**src/rtl/hub75_pkg.sv**
```systemverilog
// Shared definitions for the HUB75 panel scanner: scan state encoding and the
// gamma-2.2 curve used to build per-channel lookup tables.
package hub75_pkg;

  typedef enum logic [2:0] {
    ST_IDLE,
    ST_SHIFT,
    ST_BLANK,
    ST_LATCH,
    ST_DISPLAY
  } scan_state_e;

  // Gamma-2.2 entry for code v of a w-bit channel, rounded to nearest.
  // Evaluated at elaboration only, to fill constant tables.
  function automatic int gamma_val(input int v, input int w);
    real m;
    real x;
    if (v <= 0) return 0;
    m = $itor((1 << w) - 1);
    x = $itor(v) / m;
    return $rtoi($exp(2.2 * $ln(x)) * m + 0.5);
  endfunction

endpackage

```
**src/rtl/hub75_gamma.sv**
```systemverilog
// Combinational gamma-2.2 lookup for one W-bit colour channel; the table is a
// constant built from hub75_pkg::gamma_val.
module hub75_gamma
  import hub75_pkg::*;
#(
  parameter int W = 8
)(
  input  logic [W-1:0] din,
  output logic [W-1:0] dout
);

  logic [W-1:0] lut [2**W];

  for (genvar i = 0; i < 2**W; i++) begin : g_lut
    localparam int G = gamma_val(i, W);
    assign lut[i] = G[W-1:0];
  end

  assign dout = lut[din];

endmodule

```
**src/rtl/hub75_scan.sv**
```systemverilog
// HUB75 panel scanner: shifts one bit-plane of two half-panel rows, latches it
// and displays it for a binary-weighted time. Build option: HUB75_SCAN_GAMMA_EN.
module hub75_scan
  import hub75_pkg::*;
#(
  parameter int hpixel_p = 64,
  parameter int vpixel_p = 64,
  parameter int bpp_p    = 8,
  parameter int base_p   = 4
)(
  input  logic                                 clk,
  input  logic                                 rst_n,
  input  logic                                 i_enable,
  output logic [$clog2(hpixel_p*vpixel_p)-1:0] o_rd_addr,
  input  logic [2:0][bpp_p-1:0]                i_rd_data,
  output logic [2:0]                           o_rgb_top,
  output logic [2:0]                           o_rgb_bot,
  output logic                                 o_clk,
  output logic                                 o_lat,
  output logic                                 o_oe_n,
  output logic [$clog2(vpixel_p/2)-1:0]        o_addr,
  output logic                                 o_frame_done
);

  localparam int AW = $clog2(hpixel_p*vpixel_p);
  localparam int RW = $clog2(vpixel_p/2);
  localparam int CW = (hpixel_p > 1) ? $clog2(hpixel_p) : 1;
  localparam int BW = (bpp_p > 1) ? $clog2(bpp_p) : 1;
  localparam int DW = $clog2((base_p << (bpp_p-1)) + 1);

  scan_state_e       state, state_d;
  logic [1:0]        phase;
  logic [CW-1:0]     col;
  logic [RW-1:0]     row;
  logic [BW-1:0]     plane;
  logic [DW-1:0]     dcnt;
  logic [2:0]        top_q, sel;
  logic [2:0][bpp_p-1:0] px;
  logic [AW-1:0]     top_addr, bot_addr;
  logic              last_col, last_row, last_plane;

  assign last_col   = (col == CW'(hpixel_p-1));
  assign last_row   = (row == RW'(vpixel_p/2-1));
  assign last_plane = (plane == BW'(bpp_p-1));
  assign top_addr   = AW'(32'(row) * hpixel_p + 32'(col));
  assign bot_addr   = AW'((32'(row) + vpixel_p/2) * hpixel_p + 32'(col));

`ifdef HUB75_SCAN_GAMMA_EN
  for (genvar c = 0; c < 3; c++) begin : g_gamma
    hub75_gamma #(.W(bpp_p)) u_gamma (.din(i_rd_data[c]), .dout(px[c]));
  end
`else
  assign px = i_rd_data;
`endif

  always_comb begin
    for (int c = 0; c < 3; c++) sel[c] = px[c][plane];
  end

  // Panel strobes are decoded from state so reset blanks the panel at once.
  always_comb begin
    state_d   = state;
    o_clk     = 1'b0;
    o_lat     = 1'b0;
    o_oe_n    = 1'b1;
    o_rd_addr = top_addr;
    unique case (state)
      ST_IDLE: if (i_enable) state_d = ST_SHIFT;
      ST_SHIFT: begin
        o_clk = (phase == 2'd3);
        if (phase == 2'd1) o_rd_addr = bot_addr;
        if (phase == 2'd3 && last_col) state_d = ST_BLANK;
      end
      ST_BLANK: state_d = ST_LATCH;
      ST_LATCH: begin
        o_lat   = 1'b1;
        state_d = ST_DISPLAY;
      end
      ST_DISPLAY: begin
        o_oe_n = 1'b0;
        if (dcnt == '0) state_d = i_enable ? ST_SHIFT : ST_IDLE;
      end
      default: state_d = ST_IDLE;
    endcase
  end

  always_ff @(posedge clk or negedge rst_n) begin
    if (!rst_n) begin
      state        <= ST_IDLE;
      phase        <= '0;
      col          <= '0;
      row          <= '0;
      plane        <= '0;
      dcnt         <= '0;
      top_q        <= '0;
      o_rgb_top    <= '0;
      o_rgb_bot    <= '0;
      o_addr       <= '0;
      o_frame_done <= 1'b0;
    end else begin
      state        <= state_d;
      o_frame_done <= 1'b0;
      unique case (state)
        ST_IDLE: if (i_enable) begin
          row   <= '0;
          plane <= '0;
        end
        ST_SHIFT: begin
          phase <= phase + 2'd1;
          if (phase == 2'd1) top_q <= sel;
          // bottom data arrives in phase 2, so it goes straight to the pins
          if (phase == 2'd2) begin
            o_rgb_top <= top_q;
            o_rgb_bot <= sel;
          end
          if (phase == 2'd3) col <= last_col ? '0 : col + CW'(1);
        end
        ST_BLANK:   o_addr <= row;
        ST_LATCH:   dcnt   <= DW'((base_p << plane) - 1);
        ST_DISPLAY: begin
          if (dcnt != '0) begin
            dcnt <= dcnt - DW'(1);
          end else if (last_plane) begin
            plane <= '0;
            if (last_row) begin
              row          <= '0;
              o_frame_done <= 1'b1;
            end else begin
              row <= row + RW'(1);
            end
          end else begin
            plane <= plane + BW'(1);
          end
        end
        default: ;
      endcase
    end
  end

endmodule

```
**config.mk**
```make
export PLATFORM = sky130hd
export DESIGN_NAME = hub75_scan
export DESIGN_NICKNAME = d
export VERILOG_FILES = /design/src/rtl/hub75_pkg.sv /design/src/rtl/hub75_gamma.sv /design/src/rtl/hub75_scan.sv
export SDC_FILE = /design/constraint.sdc
export NUM_CORES = 1
export LEC_CHECK = 0
export BUFFER_PORTS_ARGS = -buffer_cell sky130_fd_sc_hd__clkbuf_2
export CORE_ASPECT_RATIO = 0.7
export CORE_UTILIZATION = 49
export DETAILED_ROUTE_END_ITERATION = 8
export PLACE_DENSITY = 0.79
export SLEW_MARGIN = 40
export SYNTH_ARGS = -nofsm -noshare
export SYNTH_HDL_FRONTEND = slang
export SYNTH_HIERARCHICAL = 1
export SYNTH_SLANG_ARGS = --single-unit
```
**constraint.sdc**
```tcl
create_clock -name clk -period 2.4 [get_ports clk]
set_input_delay 0.72 -clock clk [delete_from_list [all_inputs] [get_ports clk]]
set_output_delay 0.72 -clock clk [all_outputs]
set_load 0.03 [all_outputs]
```
# == After elaboration in Yosys (flattened, before gate mapping) ==
# Index checks and enable logic that the tools add are counted.
# totals
regBits,44
out_inout_bits,27
# op_classes
n_addsub,9
n_lt_le_gt_ge,1
eq_ne,16
n_shift,1
mux,32
reduce_logical,13
# op_table
operator,n
12-bit 2-to-1 mux,2
5-bit 2-to-1 mux,4
10-bit case mux with 2 select lines,1
3-bit 2-to-1 mux,6
3-bit case mux with 5 select lines,1
11-bit by 6-bit adder with 12-bit output,1
12-bit by 6-bit adder with 12-bit output,1
2-bit inequality test (second input constant),6
1-bit 2-to-1 mux,11
10-bit zero test,1
10-bit 2-to-1 mux,1
5-bit case mux with 2 select lines,1
10-bit nonzero test,1
3-bit by 3-bit left shift with 10-bit output (first input constant),1
10-bit by 1-bit subtractor with 10-bit output (second input constant),1
10-bit by 2-bit subtractor with 10-bit output (second input constant),1
1-bit binary-select mux with 3-bit select,3
2-bit AND reduction,4
5-bit by 6-bit adder with 6-bit output (second input constant),1
6-bit by 1-bit adder with 6-bit output (second input constant),1
3-bit by 2-bit equality test with 1-bit output (second input constant),2
3-bit equality test (second input constant),2
6-bit equality test (second input constant),1
6-bit 2-to-1 mux,1
14 further kinds,17

# == Logic depth before layout (Yosys ltp) ==
# logic_depth
word_depth,5
ltp_mapped,11
depth_no_buf,9

# == Worst setup path before layout ==
# Ideal clock, no wire load.
# synth_timing
path_kind,reg-to-reg
start,reg plane[0]
end,reg dcnt[6]
arrival_ns,2.209
required_time_ns,2.279
slack_ns,0.070
stages_incl_launch_ff,12
n_path_buf,2
synth_period_minus_slack_ns,2.330
cell_sequence,dfrtp_1 clkbuf_1 inv_1 ha_1 clkbuf_1 nand2_1 ha_1 nand2b_1 xnor2_1 a211oi_1 a31oi_1 o22a_1
# synth_via
elab_chain_len,3
# synth_rtl
item,line,rtl
from (decl),hub75_scan.sv:35,logic [BW-1:0] plane;
from (signal assigned),hub75_scan.sv:132,plane <= plane + BW'(1);
3-bit by 3-bit left shift with 10-bit output,hub75_scan.sv:119,ST_LATCH: dcnt <= DW'((base_p << plane) - 1);
10-bit by 2-bit subtractor with 10-bit output,hub75_scan.sv:119,
10-bit case mux with 2 select lines,hub75_scan.sv:103,unique case (state)
to (signal assigned),hub75_scan.sv:119,
to (signal assigned),hub75_scan.sv:122,dcnt <= dcnt - DW'(1);
to (decl),hub75_scan.sv:36,logic [DW-1:0] dcnt;
# No other way between the ends.
# A chain may end at the register's enable or synchronous reset.

# == Worst setup path after layout ==
# layout_timing
start,reg state[2]
end,out o_rd_addr[11]
# layout_via
elab_chain_len,2
# layout_rtl
item,line,rtl
from (decl),hub75_scan.sv:31,"scan_state_e state, state_d;"
from (signal assigned),hub75_scan.sv:101,state <= state_d;
3-bit by 1-bit equality test with 1-bit output,hub75_scan.sv:67,unique case (state)
12-bit 2-to-1 mux,hub75_scan.sv:67,
to (decl),hub75_scan.sv:14,"output logic [$clog2(hpixel_p*vpixel_p)-1:0] o_rd_addr,"
# No other way between the ends.

==> flow_summary.toml <==
[status]
status = "finished, final reports clean"

[critical_path]
crit_path_top_delay_cell = "dfrtp_1"
worst-path-max-fanout = 5
path_depth = 4
kind_of_end_point_of_the_critical_path = "primary output"
critPathBufInv = 1
timing.critical_path.from = "state[2]"
crit_family = "simple AND/OR/NAND/NOR gates"
crit_path_start_kind = "flip-flop"
worstPathArrival_ns = 1.60
cp_data_required_time_ns = 1.68
timing.critical_path.to = "o_rd_addr[11]"
worstRegToRegCells = 9
worst-setup-path-type = "flip-flop to primary output"
r2r-start = "plane[1]"
cp_slowest_stage_delay_ns = 0.44
regToRegSetupSlack_ns = 0.20
r2r_end = "dcnt[6]"
cp_cell_sequence = "nand2b_1 > nor2_4 > and2_1 > clkbuf_2"

[sta]
fin_crit_sh_pct = 96.5
final-max-slew-violation-count = 0
fin_skew_ns = 0.00954
timing.max_slew.rel_slack_pct = 58.7
finalWorstSetupSlack_ns = 0.0847
setup_repair_after_global_routing_missed_its_margin = "false"
setup_viol = 0
final.setup.tns_ns = 0
hold_viol_final = 0
worst-slew-pin-transition_ns = 0.614
max_freq_mhz = 432
final_period_minus_worst_setup_slack_ns = 2.32

[clock_tree]
cts.sink_count = 44
clock_tree.buffer_depth = 2
cts_max_level = 2
tritoncts_clock_tree = "yes"
tritoncts.num_buffers = 5
cts.hold.buffers_added = 0
insertion_delay_ns = 0.30
cts_root_buf = "clkbuf_8"
post_cts_buffers = 0
clkSlewWorstSetupHoldPaths_ns = 0.09

[place]
place.port_buffers = 53
place_hpwl_um = 4170
placement.setup.worst_slack_ns = 0.242
finalWeightedCongestion = 0.863

[route]
drtIter0Drc = 138
detailroute.via_count = 2054
vias_per_cell = 5.52
route.detailed.drc = 0
drt.antenna.violating_nets = 0
drt-pass1-iter-count = 4
drt-wirelength-per-cell_um = 14.6
detail_route.wirelength_um = 5430

[global_routing]
grt_util_met1_pct = 31.0
antenna_found_initial = 0
grtUsageMet2_pct = 33.8
globalRouteOverflowTotal = 0
grt_use_met3_pct = 5.02
grt_max_degree = 24
global_route.usage.total_pct = 21.8
first_global_vias = 1879
grt.busiest_layer = "met2"
grt_pass1_wl_um = 8850

[logic_synthesis]
yosysUniqueCellTypes = 48
synth_top_cells_by_area = "dfrtp_1 (44%), ha_1 (7.5%), mux4_2 (5.4%)"
postSynth.topFlopCell = "dfrtp_1"
synth_top_cell_area_share_pct = 44.1
fraction_of_synthesis_flops_using_an_asynchronous_set_or_reset_pin_pct = 100
synth_edf_count = 0
synth-warning-count = 6
synth_fp_nets = 282
yosys.area.top_type = "dfrtp_1"
post_synth_instance_area_um2 = 2500
synthesis.instances = 240
yosysMostFrequentCell = "dfrtp_1"
synth.ff_latch_count = 44
synth.yosys.seq_area_share_pct = 44.1
netlist_top_cells_count = "dfrtp_1 (44), nor2_1 (31), ha_1 (15)"
syn_avg_cell_area_um2 = 10.4

[floorplanning]
design.portCount = 54
core_area_um2 = 4830
fp-row-count = 21
dieWidth_um = 87.3
design.die.area_um2 = 5390
floorplan.initialDensity_pct = 51.7
die_h_um = 61.7

[layout]
drive_gt1_share_pct = 32.3
fillers = 426
area.growth.synth_to_final_pct = 21.2
final_antenna_diode_count = 0
nNetsFinal = 344

[hold_path]
holdCritPathClass = "primary input to asynchronous set/reset pin"

[power]
irDropWorstVdd_mv = 0.513
cellLeakagePower_nw = 1.47
power_per_cell_area_nw_per_um2 = 770

[job]
maxCapViolations = 0
## stage by stage
stage,hold slack [ns],instances,total power [mW],utilization (%),instance area [µm²]
CTS,0.419,372,2.34,62.5,3020
global route,0.453,372,2.47,62.6,3030
finish,0.412,372,2.33,62.6,3030
global placement,0.488,364,1.73,60.1,2900
floorplan,0.424,240,1.51,-,2500
detailed placement,0.495,364,1.75,60.1,2900
## per-layer routing
metal / part of all wire, % / vias up
met5: 0 / -
met4: 0.42 / 0
met3: 5.5 / 5
met2: 45 / 79
met1: 49 / 978
li1: - / 992
## worst min path at each step
stage | from | to | cells after the start
finish | rst_n | o_frame_done | 1
global route | rst_n | o_frame_done | 1
CTS | rst_n | o_frame_done | 1
detailed placement | o_addr[4] | o_addr[4] | 1
global placement | o_addr[3] | o_addr[3] | 1
floorplan | rst_n | col[0] | 0
## power by group
group | total, mW | switching (mW) | internal [mW] | leakage [nW]
logic | 0.742 | 0.460 | 0.282 | 0.848
registers | 0.998 | 0.117 | 0.881 | 0.569
clock network | 0.590 | 0.276 | 0.314 | 0.0548
total | 2.33 | 0.853 | 1.48 | 1.47
## logic make-up after synthesis
| logic type | Yosys count | synth area share (%) |
|---|---|---|
| DFF | 44 | 44.1 |
| and+or+nand+nor | 80 | 16.7 |
| xor gates and xnor gates | 11 | 3.86 |
| adders and majority gates | 15 | 7.52 |
| AOI/OAI and AO/OA | 48 | 12.9 |
| muxes | 19 | 11.1 |
| buffers and inverters | 23 | 3.86 |
## layout by cell type (no fill, tap or decap), types with 5 or more instances in the layout
cell type / synthesis / routed
ha_1: 15 / 15
xnor2_1: 8 / 8
mux2_2: 9 / 9
o21ai_0: 13 / 13
buf_4: 0 / 11
mux4_2: 6 / 6
dfrtp_1: 44 / 44
inv_1: 11 / 11
nor3_1: 6 / 6
nor2_1: 31 / 30
a21oi_1: 10 / 10
clkbuf_2: 0 / 53
nand2_1: 13 / 13
clkbuf_8: 1 / 5
and2_1: 5 / 5
## timing repair
action | in CTS | in global routing
resized for setup | 1 | 1
endpoints found under the hold margin | 0 | 0
setup endpoints to repair | 1 | 1
## flip-flops by register name, indices dropped and copies added (netlist names)
| register | cells |
|---|---|
| col | 6 |
| o_rgb_top | 3 |
| state | 3 |
| o_frame_done | 1 |
| dcnt | 10 |
| o_addr | 5 |
| phase | 2 |
| row | 5 |
| top_q | 3 |
| plane | 3 |
| o_rgb_bot | 3 |
## area by class of cell
| type | count | area, µm² | area share [%] |
|---|---|---|---|
| Clock buffer | 5 | 68.8 | 2.27 |
| Timing Repair Buffer | 65 | 368 | 12.2 |
| Sequential cell | 44 | 1100 | 36.4 |
| Clock inverter | 3 | 46.3 | 1.53 |
| Inverter | 13 | 48.8 | 1.61 |
| Multi-Input combinational cell | 173 | 1310 | 43.2 |
| Tap cell | 69 | 86.3 | 2.85 |
No activity file was read; power rests on OpenSTA's default activity.
